## config.mk

```make
export PLATFORM = sky130hd
export DESIGN_NAME = ram_dump_ctrl
export DESIGN_NICKNAME = d
export VERILOG_FILES = /design/src/rtl/common_types_pkg.sv /design/src/rtl/ram_port_arb.sv /design/src/rtl/ram_dump_ctrl.sv
export SDC_FILE = /design/constraint.sdc
export NUM_CORES = 1
export LEC_CHECK = 0
export CAP_MARGIN = 30
export CORE_AREA = 4 4 163 165
export CTS_BUF_LIST = sky130_fd_sc_hd__clkbuf_8
export DETAILED_ROUTE_END_ITERATION = 10
export DIE_AREA = 0 0 167 169
export GPL_TIMING_DRIVEN = 0
export PLACE_DENSITY = 0.73
export SLEW_MARGIN = 20
export SYNTH_ARGS = -nofsm -noshare
export SYNTH_HDL_FRONTEND = slang
export SYNTH_SLANG_ARGS = --single-unit
```

## constraint.sdc

```tcl
create_clock -name CLK -period 2.2 [get_ports CLK]
set_clock_uncertainty 0.05 [all_clocks]
set_input_delay 0.22 -clock CLK [delete_from_list [all_inputs] [get_ports CLK]]
set_output_delay 0.22 -clock CLK [all_outputs]
set_load 0.005 [all_outputs]
```

## src/rtl/common_types_pkg.sv

```systemverilog
// Shared types for the memory-side blocks:
// word type, dump engine states and modes.
package common_types_pkg;

  typedef logic [31:0] word_t;

  localparam int unsigned STRIDE_DEF = 4;

  typedef enum logic [2:0] {
    IDLE,
    DRAIN,
    READ,
    EMIT,
    WAITIN,
    WRITE,
    FIN
  } dump_state_t;

  typedef enum logic {
    DUMP = 1'b0,
    LOAD = 1'b1
  } dump_mode_t;

endpackage

```

## src/rtl/ram_port_arb.sv

```systemverilog
// CPU instruction/data priority mux onto the RAM.
// While locked, only the latched owner port may pass.
module ram_port_arb
  import common_types_pkg::*;
(
  input  logic       pass,
  input  logic       lock,
  input  logic       lock_d,
  input  logic       cpu_iren,
  input  logic       cpu_dren,
  input  logic [3:0] cpu_dwen,
  input  word_t      cpu_iaddr,
  input  word_t      cpu_daddr,
  input  word_t      cpu_dstore,
  input  logic       ram_wait,
  input  word_t      ram_load,
  output logic       cpu_iwait,
  output logic       cpu_dwait,
  output word_t      cpu_iload,
  output word_t      cpu_dload,
  output logic       arb_ren,
  output logic [3:0] arb_wen,
  output word_t      arb_addr,
  output word_t      arb_store,
  output logic       d_win,
  output logic       inflight
);

  logic d_req;
  logic pick_d;
  logic go;

  // Data beats instruction; the locked owner overrides priority.
  always_comb begin
    d_req     = cpu_dren | (|cpu_dwen);
    d_win     = d_req;
    pick_d    = lock ? lock_d : d_req;
    go        = pass & (pick_d ? d_req : cpu_iren);
    inflight  = go & ram_wait;
    cpu_iwait = 1'b1;
    cpu_dwait = 1'b1;
    cpu_iload = '0;
    cpu_dload = '0;
    arb_ren   = 1'b0;
    arb_wen   = 4'h0;
    arb_addr  = '0;
    arb_store = '0;
    if (pass & pick_d) begin
      cpu_dwait = ram_wait;
      cpu_dload = ram_load;
    end
    if (pass & !pick_d) begin
      cpu_iwait = ram_wait;
      cpu_iload = ram_load;
    end
    if (go) begin
      arb_ren   = pick_d ? cpu_dren : cpu_iren;
      arb_wen   = pick_d ? cpu_dwen : 4'h0;
      arb_addr  = pick_d ? cpu_daddr : cpu_iaddr;
      arb_store = pick_d ? cpu_dstore : '0;
    end
  end

endmodule

```

## src/rtl/ram_dump_ctrl.sv

```systemverilog
// RAM dump/load engine between CPU ports and RAM.
// Takes the RAM over on command once the CPU drains.
module ram_dump_ctrl
  import common_types_pkg::*;
#(
  parameter int unsigned LEN_W        = 16,
  parameter int unsigned STRIDE       = STRIDE_DEF,
  parameter bit          SKIP_ZERO_EN = 1'b1
) (
  input  logic             CLK,
  input  logic             nRST,
  input  logic             cpu_iren,
  input  logic             cpu_dren,
  input  logic [3:0]       cpu_dwen,
  input  word_t            cpu_iaddr,
  input  word_t            cpu_daddr,
  input  word_t            cpu_dstore,
  output logic             cpu_iwait,
  output logic             cpu_dwait,
  output word_t            cpu_iload,
  output word_t            cpu_dload,
  output logic             ram_ren,
  output logic [3:0]       ram_wen,
  output word_t            ram_addr,
  output word_t            ram_store,
  input  word_t            ram_load,
  input  logic             ram_wait,
  input  logic             start,
  input  logic             mode,
  input  word_t            base_addr,
  input  logic [LEN_W-1:0] len_words,
  input  logic             skip_zero,
  output logic             busy,
  output logic             done,
  output logic             dump_valid,
  input  logic             dump_ready,
  output word_t            dump_addr,
  output word_t            dump_data,
  input  logic             load_valid,
  output logic             load_ready,
  input  word_t            load_data
);

  dump_state_t      state;
  dump_mode_t       mode_r;
  word_t            addr;
  word_t            dreg;
  logic [LEN_W-1:0] cnt;
  logic             skip_r;
  logic             own_d;
  logic             own_v;

  logic             pass;
  logic             lock;
  logic             d_win;
  logic             inflight;
  logic             arb_ren;
  logic [3:0]       arb_wen;
  word_t            arb_addr;
  word_t            arb_store;
  logic             last;
  word_t            addr_nx;

  assign lock    = (state == DRAIN);
  assign pass    = (state == IDLE) | (lock & own_v);
  assign last    = (cnt == LEN_W'(1));
  assign addr_nx = addr + 32'(STRIDE);

  ram_port_arb u_arb (
    .pass       (pass),
    .lock       (lock),
    .lock_d     (own_d),
    .cpu_iren   (cpu_iren),
    .cpu_dren   (cpu_dren),
    .cpu_dwen   (cpu_dwen),
    .cpu_iaddr  (cpu_iaddr),
    .cpu_daddr  (cpu_daddr),
    .cpu_dstore (cpu_dstore),
    .ram_wait   (ram_wait),
    .ram_load   (ram_load),
    .cpu_iwait  (cpu_iwait),
    .cpu_dwait  (cpu_dwait),
    .cpu_iload  (cpu_iload),
    .cpu_dload  (cpu_dload),
    .arb_ren    (arb_ren),
    .arb_wen    (arb_wen),
    .arb_addr   (arb_addr),
    .arb_store  (arb_store),
    .d_win      (d_win),
    .inflight   (inflight)
  );

  // RAM side: engine owns it in READ/WRITE, else arbiter.
  always_comb begin
    ram_ren   = arb_ren;
    ram_wen   = arb_wen;
    ram_addr  = arb_addr;
    ram_store = arb_store;
    unique case (1'b1)
      (state == READ): begin
        ram_ren   = 1'b1;
        ram_wen   = 4'h0;
        ram_addr  = addr;
        ram_store = '0;
      end
      (state == WRITE): begin
        ram_ren   = 1'b0;
        ram_wen   = 4'hF;
        ram_addr  = addr;
        ram_store = dreg;
      end
      default: ;
    endcase
  end

  // Status and stream outputs decoded from state only.
  always_comb begin
    busy       = (state != IDLE);
    done       = (state == FIN);
    dump_valid = (state == EMIT);
    load_ready = (state == WAITIN);
    dump_addr  = addr;
    dump_data  = dreg;
  end

  // Command sequencer: drain CPU, then move words.
  always_ff @(posedge CLK or negedge nRST) begin
    if (!nRST) begin
      state  <= IDLE;
      mode_r <= DUMP;
      addr   <= '0;
      dreg   <= '0;
      cnt    <= '0;
      skip_r <= 1'b0;
      own_d  <= 1'b0;
      own_v  <= 1'b0;
    end else begin
      unique case (state)
        IDLE: if (start) begin
          state  <= DRAIN;
          mode_r <= dump_mode_t'(mode);
          addr   <= base_addr;
          cnt    <= len_words;
          skip_r <= skip_zero & SKIP_ZERO_EN;
          own_d  <= d_win;
          own_v  <= d_win | cpu_iren;
        end
        DRAIN: if (!inflight) begin
          own_v <= 1'b0;
          if (cnt == '0)
            state <= FIN;
          else if (mode_r == LOAD)
            state <= WAITIN;
          else
            state <= READ;
        end
        READ: if (!ram_wait) begin
          dreg <= ram_load;
          if (skip_r && ram_load == '0) begin
            addr  <= addr_nx;
            cnt   <= cnt - LEN_W'(1);
            state <= last ? FIN : READ;
          end else begin
            state <= EMIT;
          end
        end
        EMIT: if (dump_ready) begin
          addr  <= addr_nx;
          cnt   <= cnt - LEN_W'(1);
          state <= last ? FIN : READ;
        end
        WAITIN: if (load_valid) begin
          dreg  <= load_data;
          state <= WRITE;
        end
        WRITE: if (!ram_wait) begin
          addr  <= addr_nx;
          cnt   <= cnt - LEN_W'(1);
          state <= last ? FIN : WAITIN;
        end
        FIN: state <= IDLE;
        default: state <= IDLE;
      endcase
    end
  end

endmodule

```

# Word level (Yosys, flattened, before mapping)
# Cells that the tools add are included.
word_totals:
  regBits: 87
  latchBits: 0
  ram_bits: 0
  mem_bits_ro: 0
  in_bits: 222
  memories: 0
classes:
  add_sub_neg: 2
  multipliers: 0
  n_div: 0
  order_cmp: 0
  n_eq_ne: 14
  shift: 0
  muxes: 48
  bitwise_logic: 8
  reduce_logical: 16
op_table:
  columns: ["op", "n"]
  rows:
  - ["$mux 32", 14]
  - ["$pmux 32 s2", 2]
  - ["$pmux 32 s4", 1]
  - ["$mux 16", 5]
  - ["$pmux 16 s4", 1]
  - ["$add 32x3->32 const B", 1]
  - ["$logic_not 32->1", 1]
  - ["$mux 3", 10]
  - ["$pmux 3 s6", 1]
  - ["$eq 16x1->1 const B", 1]
  - ["$logic_not 16->1", 1]
  - ["$sub 16x1->16 const B", 1]
  - ["$reduce_and 6->1", 2]
  - ["$ne 2x2->1 const B", 5]
  - ["$eq 3x3->1 const B", 3]
  - ["$mux 1", 8]
  - ["$mux 4", 2]
  - ["$pmux 4 s2", 1]
  - ["$eq 3x2->1 const B", 2]
  - ["$reduce_and 3->1", 2]
  - ["$and 1x1->1", 5]
  - ["$ne 2x1->1 const B", 2]
  - ["$pmux 1 s2", 2]
  - ["$reduce_bool 2->1", 2]
  - ["other kinds (11)", 13]

# Longest topological paths before layout
logic_depth:
  depth_word: 8
  mapped_depth: 8
  depth_no_buf: 7

# Modules after synthesis
# A second synthesis with hierarchy kept.
unflattened:
  hier_cells: 877
  hier_area_um2: 7259.5
by_module_without_submodules:
  columns: ["module", "n_inst", "cells_each", "area_each_um2", "seq_area_each_um2"]
  rows:
  - ["ram_dump_ctrl", 1, 675, 5916.9, 2177.1]
  - ["ram_port_arb", 1, 202, 1342.5, 0.0]

# Worst setup path after synthesis
# OpenSTA, ideal clock, no wires.
synth_timing:
  path_type: "register -> register"
  start: "register cnt[6]"
  end: "register state[2]"
  setup_ns: 0.104
  t_arrival_ns: 1.944
  required_time_ns: 2.046
  path_slack_ns: 0.103
  stages_incl_launch_ff: 7
  n_path_buf: 1
  period_less_slack_ns: 2.097
  path_cell_list: "dfrtp_1 or4_1 buf_2 or4_4 nor3_2 a21oi_1 o41ai_2"
synth_between:
  elab_chain_cells: 5
  word_cells_on_any_way: 9
  classes_between: "eq/ne: 1; mux: 7; reduce/logical: 1"
synth_rtl:
  columns: ["item", "line", "rtl"]
  rows:
  - ["start: declaration", "ram_dump_ctrl.sv:48", "logic [LEN_W-1:0] cnt;"]
  - ["start signal: assignment", "ram_dump_ctrl.sv:143", "cnt <= len_words;"]
  - ["start signal: assignment", "ram_dump_ctrl.sv:161", "cnt <= cnt - LEN_W'(1);"]
  - ["start signal: assignment", "ram_dump_ctrl.sv:169", "cnt <= cnt - LEN_W'(1);"]
  - ["$eq 16x1->1", "ram_dump_ctrl.sv:66", "assign last = (cnt == LEN_W'(1));"]
  - ["$mux 3", "ram_dump_ctrl.sv:162, ram_dump_ctrl.sv:170", null]
  - ["$mux 3", "ram_dump_ctrl.sv:159", "if (skip_r && ram_load == '0) begin"]
  - ["$mux 3", "ram_dump_ctrl.sv:157", "READ: if (!ram_wait) begin"]
  - ["$pmux 3 s6 (*)", "ram_dump_ctrl.sv:138", "unique case (state)"]
  - ["end signal: assignment", "ram_dump_ctrl.sv:162", "state <= last ? FIN : READ;"]
  - ["end signal: assignment", "ram_dump_ctrl.sv:170", "state <= last ? FIN : READ;"]
  - ["end signal: assignment", "ram_dump_ctrl.sv:179", "state <= last ? FIN : WAITIN;"]
  - ["end: declaration", "ram_dump_ctrl.sv:44", "dump_state_t state;"]
# Every way passes the cells marked *; elsewhere a longest branch is shown, timed or not. The select of a mux whose other input is x is not followed.
# A chain may end at the register's enable or synchronous reset.

# Worst setup path in the final report
layout_timing:
  start: "register state[1]"
  end: "output ram_store[24]"
layout_between:
  elab_chain_cells: 6
  word_cells_on_any_way: 12
  classes_between: "eq/ne: 3; mux: 5; bitwise: 3; reduce/logical: 1"
layout_rtl:
  columns: ["item", "line", "rtl"]
  rows:
  - ["$eq 3x1->1", "ram_dump_ctrl.sv:64", "assign lock = (state == DRAIN);"]
  - ["$and 1x1->1 / $mux 1 (equally long branches)", "ram_dump_ctrl.sv:65, ram_port_arb.sv:37", null]
  - ["$or 1x1->1 / $mux 1 (equally long branches)", "ram_dump_ctrl.sv:65, ram_port_arb.sv:38", null]
  - ["$and 1x1->1", "ram_port_arb.sv:38", "go = pass & (pick_d ? d_req : cpu_iren);"]
  - ["$mux 32", "ram_port_arb.sv:56", "if (go) begin"]
  - ["$pmux 32 s2 (*)", "ram_dump_ctrl.sv:99", "unique case (1'b1)"]
  - ["end: declaration", "ram_dump_ctrl.sv:25", "output word_t ram_store,"]
# Every way passes the cells marked *; elsewhere a longest branch is shown, timed or not.

==> out/summary.txt <==
status = finished, violations left
failing checks = setup timing
Async S/R FF share, synth = 100.0%
synthesized instance count = 814
Critical Path RT = 1.93 ns
first-pass GRT wire length = 61030 um
Worst Hold Class = input port to asynchronous set/reset pin
drt first-iter violations = 905
total grt overflow = 0
WL final = 42980 um
Clock Path Buffers = 2
placed insts = 1570
Die X-Extent = 167 um
worst-path fanout max = 5
FF+latch count, synth = 87
port bufs = 424
Synth Cell Area = 0.006644 sq mm
vias per cell = 5.587
Rel. slew slack = 63.87%
Worst VDD drop = 898.6 uV
Seq/Total Area, Yosys = 32.77%
Tot GR Track Use = 28.40%
Starting Density = 26.54%
clk slew on worst S/H paths = 0.11 ns
Final Setup Violations = 182
Boundary Pins = 425
initial antenna violation count = 11
nets = 1598
Core ar. = 0.02504 sq mm
final worst-path cycle share = 126.5%
syn nets = 1040
vias in the first global route = 9703
Reg2Reg Depth = 12
Synth Flop Type = dfrtp_1
worst skew pair latency = 0.40 ns
DRT antenna net count = 0
Finished Layout Cells = 1716
Crit. End Element = output pin
crit path DAT = 2.51 ns
drt pass-1 iters = 5
Die ar. = 0.02822 sq mm
Num Clock Sinks = 87
Worst Setup Start Kind = flip-flop
fmax = 359.4 MHz
Leak Pwr = 5.890 nW
share of cells above drive strength 1 = 36.24%
Final min period = 2.782 ns
EDFF count, synth = 0
HPWL after DPL = 30800 um
max_cap viols = 0
crit path kind = flip-flop to output pin
Die H = 169 um
worst reg2reg path startpoint = state[2]
H-tree depth = 3
PnR worst setup slack = -0.5821 ns
RSZ-0062 raised after global routing = yes
Distinct cells, synth = 57
Power per Cell Area = 1748 mW/mm^2
Final GP Congestion = 0.9613
final hold violation count = 0
Synthesis Warnings = 0
Residual DRC = 0
Avg Inst Size Synth = 8.162 sq um
R2R setup slack = -0.30 ns
Least-Margin Pin Slew = 0.5419 ns
number of max-slew violations in the final report = 0
routed len/inst = 25.05 um
pre-CTS setup slack = -1.883 ns
CTS tree = yes
largest net degree at the start of global routing = 56
CTS buffer count = 9
vias = 9587
# rows = 58
R2R Path End = dump_addr[27]
Area Growth Syn to Fin = 109.8%
Root Driver = clkbuf_8
==> cell type report <==
cell class	instances	area (sq um)
diodes	9	22.52
inverters	9	33.78
clock buffers	11	151.4
multi-input cells	645	4908
flip-flops and latches	87	2183
repair buffers	551	5426
plain buffers	69	737.0
fillers	2251	11100
well taps	330	412.9
clock inverters	5	63.81
==> critical path, stage by stage (launching register included) <==
cell,delay [ns]
dfrtp_2,0.49
nor4b_4,0.35
a21oi_2,0.07
o211ai_1,0.30
buf_4,0.20
nor2_4,0.05
buf_6,0.13
buf_6,0.13
buf_6,0.11
a22o_1,0.18
buf_6,0.13
==> cells in the final DEF, fill, tap and decap left out, types with 21 or more instances in the layout <==
master	count
a21oi_1	48
nand2_1	49
clkdlybuf4s50_1	271
buf_4	44
mux2i_1	59
buf_6	125
clkbuf_2	22
a22o_1	31
o21ai_1	42
dfrtp_1	82
and3_1	26
nor3_1	21
buf_8	21
nor2_1	71
buf_2	71
and2_4	32
==> cell families after synthesis <==
logic type | Yosys count | synth area share, %
and+or+nand+nor | 317 | 24.80
DFF | 87 | 32.77
buffers and inverters | 82 | 5.273
AOI/OAI and AO/OA | 253 | 25.65
muxes | 70 | 10.62
adders and majority gates | 4 | 0.7533
xor gates and xnor gates | 1 | 0.1319
==> per-stage QoR <==
stage,hold WS [ns],power (mW),cell area (sq um),utilization [%],TNS (ns)
5_1_grt,0.2369,25.51,13940,55.68,-83.93
4_1_cts,0.2251,23.00,13440,53.66,-53.22
3_3_place_gp,0.4377,16.37,11300,45.14,-488.35
3_5_place_dp,0.1003,16.54,11340,45.28,-231.29
6_report,0.2263,24.37,13940,55.68,-71.80
2_1_floorplan,-0.1256,9.569,6644,-,0
==> layer usage <==
metal  share of wire, %  track usage (%)
met5              0.065                0
met3                8.4            7.473
met4                5.9            17.61
met2                 51            50.18
met1                 35            30.22
==> Yosys cell counts (4+ instances only) <==
cell type | count | area (sq um)
or3_1 | 4 | 25.02
inv_1 | 8 | 30.03
a2bb2oi_1 | 26 | 227.7
buf_2 | 24 | 120.1
nor4_1 | 13 | 81.33
o21ai_0 | 16 | 80.08
and3_1 | 42 | 262.8
ha_1 | 4 | 50.05
nand4_1 | 9 | 56.30
mux2_2 | 4 | 45.04
a31oi_1 | 17 | 106.4
and2_1 | 35 | 219.0
o22ai_1 | 13 | 81.33
a22o_1 | 32 | 280.3
dfrtp_1 | 87 | 2177
o22a_1 | 13 | 113.9
nor3_1 | 41 | 205.2
a41oi_1 | 5 | 43.79
a21oi_1 | 50 | 250.2
o31ai_1 | 8 | 60.06
a21o_1 | 6 | 45.04
nor2_1 | 78 | 292.8
a211oi_1 | 9 | 67.56
o21ai_1 | 43 | 215.2
nand3_1 | 17 | 85.08
mux2i_1 | 66 | 660.6
clkbuf_1 | 45 | 168.9
nand2_1 | 49 | 183.9
==> what timing repair did <==
| item | 4_1_cts | 5_1_grt |
|---|---|---|
| cloned | 16 | 0 |
| hold buffers | 1 | 0 |
| hold endpoints to repair | 32 | 0 |
| pin swaps | 60 | 28 |
| buffers inserted | 100 | 21 |
| setup endpoints to repair | 215 | 218 |
| resized for setup | 893 | 137 |
==> report_power, final <==
group | switching [mW] | internal [mW] | total [mW] | leakage [nW]
Combinational | 8.89 | 10.6 | 19.5 | 4.81
Clock | 0.721 | 0.597 | 1.32 | 0.106
Sequential | 1.15 | 2.45 | 3.59 | 0.970
Total | 10.8 | 13.6 | 24.4 | 5.89
==> sequential cells by signal (all words and copies together) (netlist names) <==
register,flops
dump_data,32
cnt,16
own_d,1
own_v,1
mode_r,1
state,3
skip_r,1
dump_addr,32
==> worst max-delay path by stage <==
stage,start,end,depth (start not counted)
4_1_cts,state[1],ram_store[24],11
2_1_floorplan,cnt[6],state[2],6
5_1_grt,state[1],ram_store[24],10
3_3_place_gp,nRST,dump_data[4],1
6_report,state[1],ram_store[24],10
3_5_place_dp,state[1],ram_store[26],8
No activity file was read; power rests on OpenSTA's default activity.
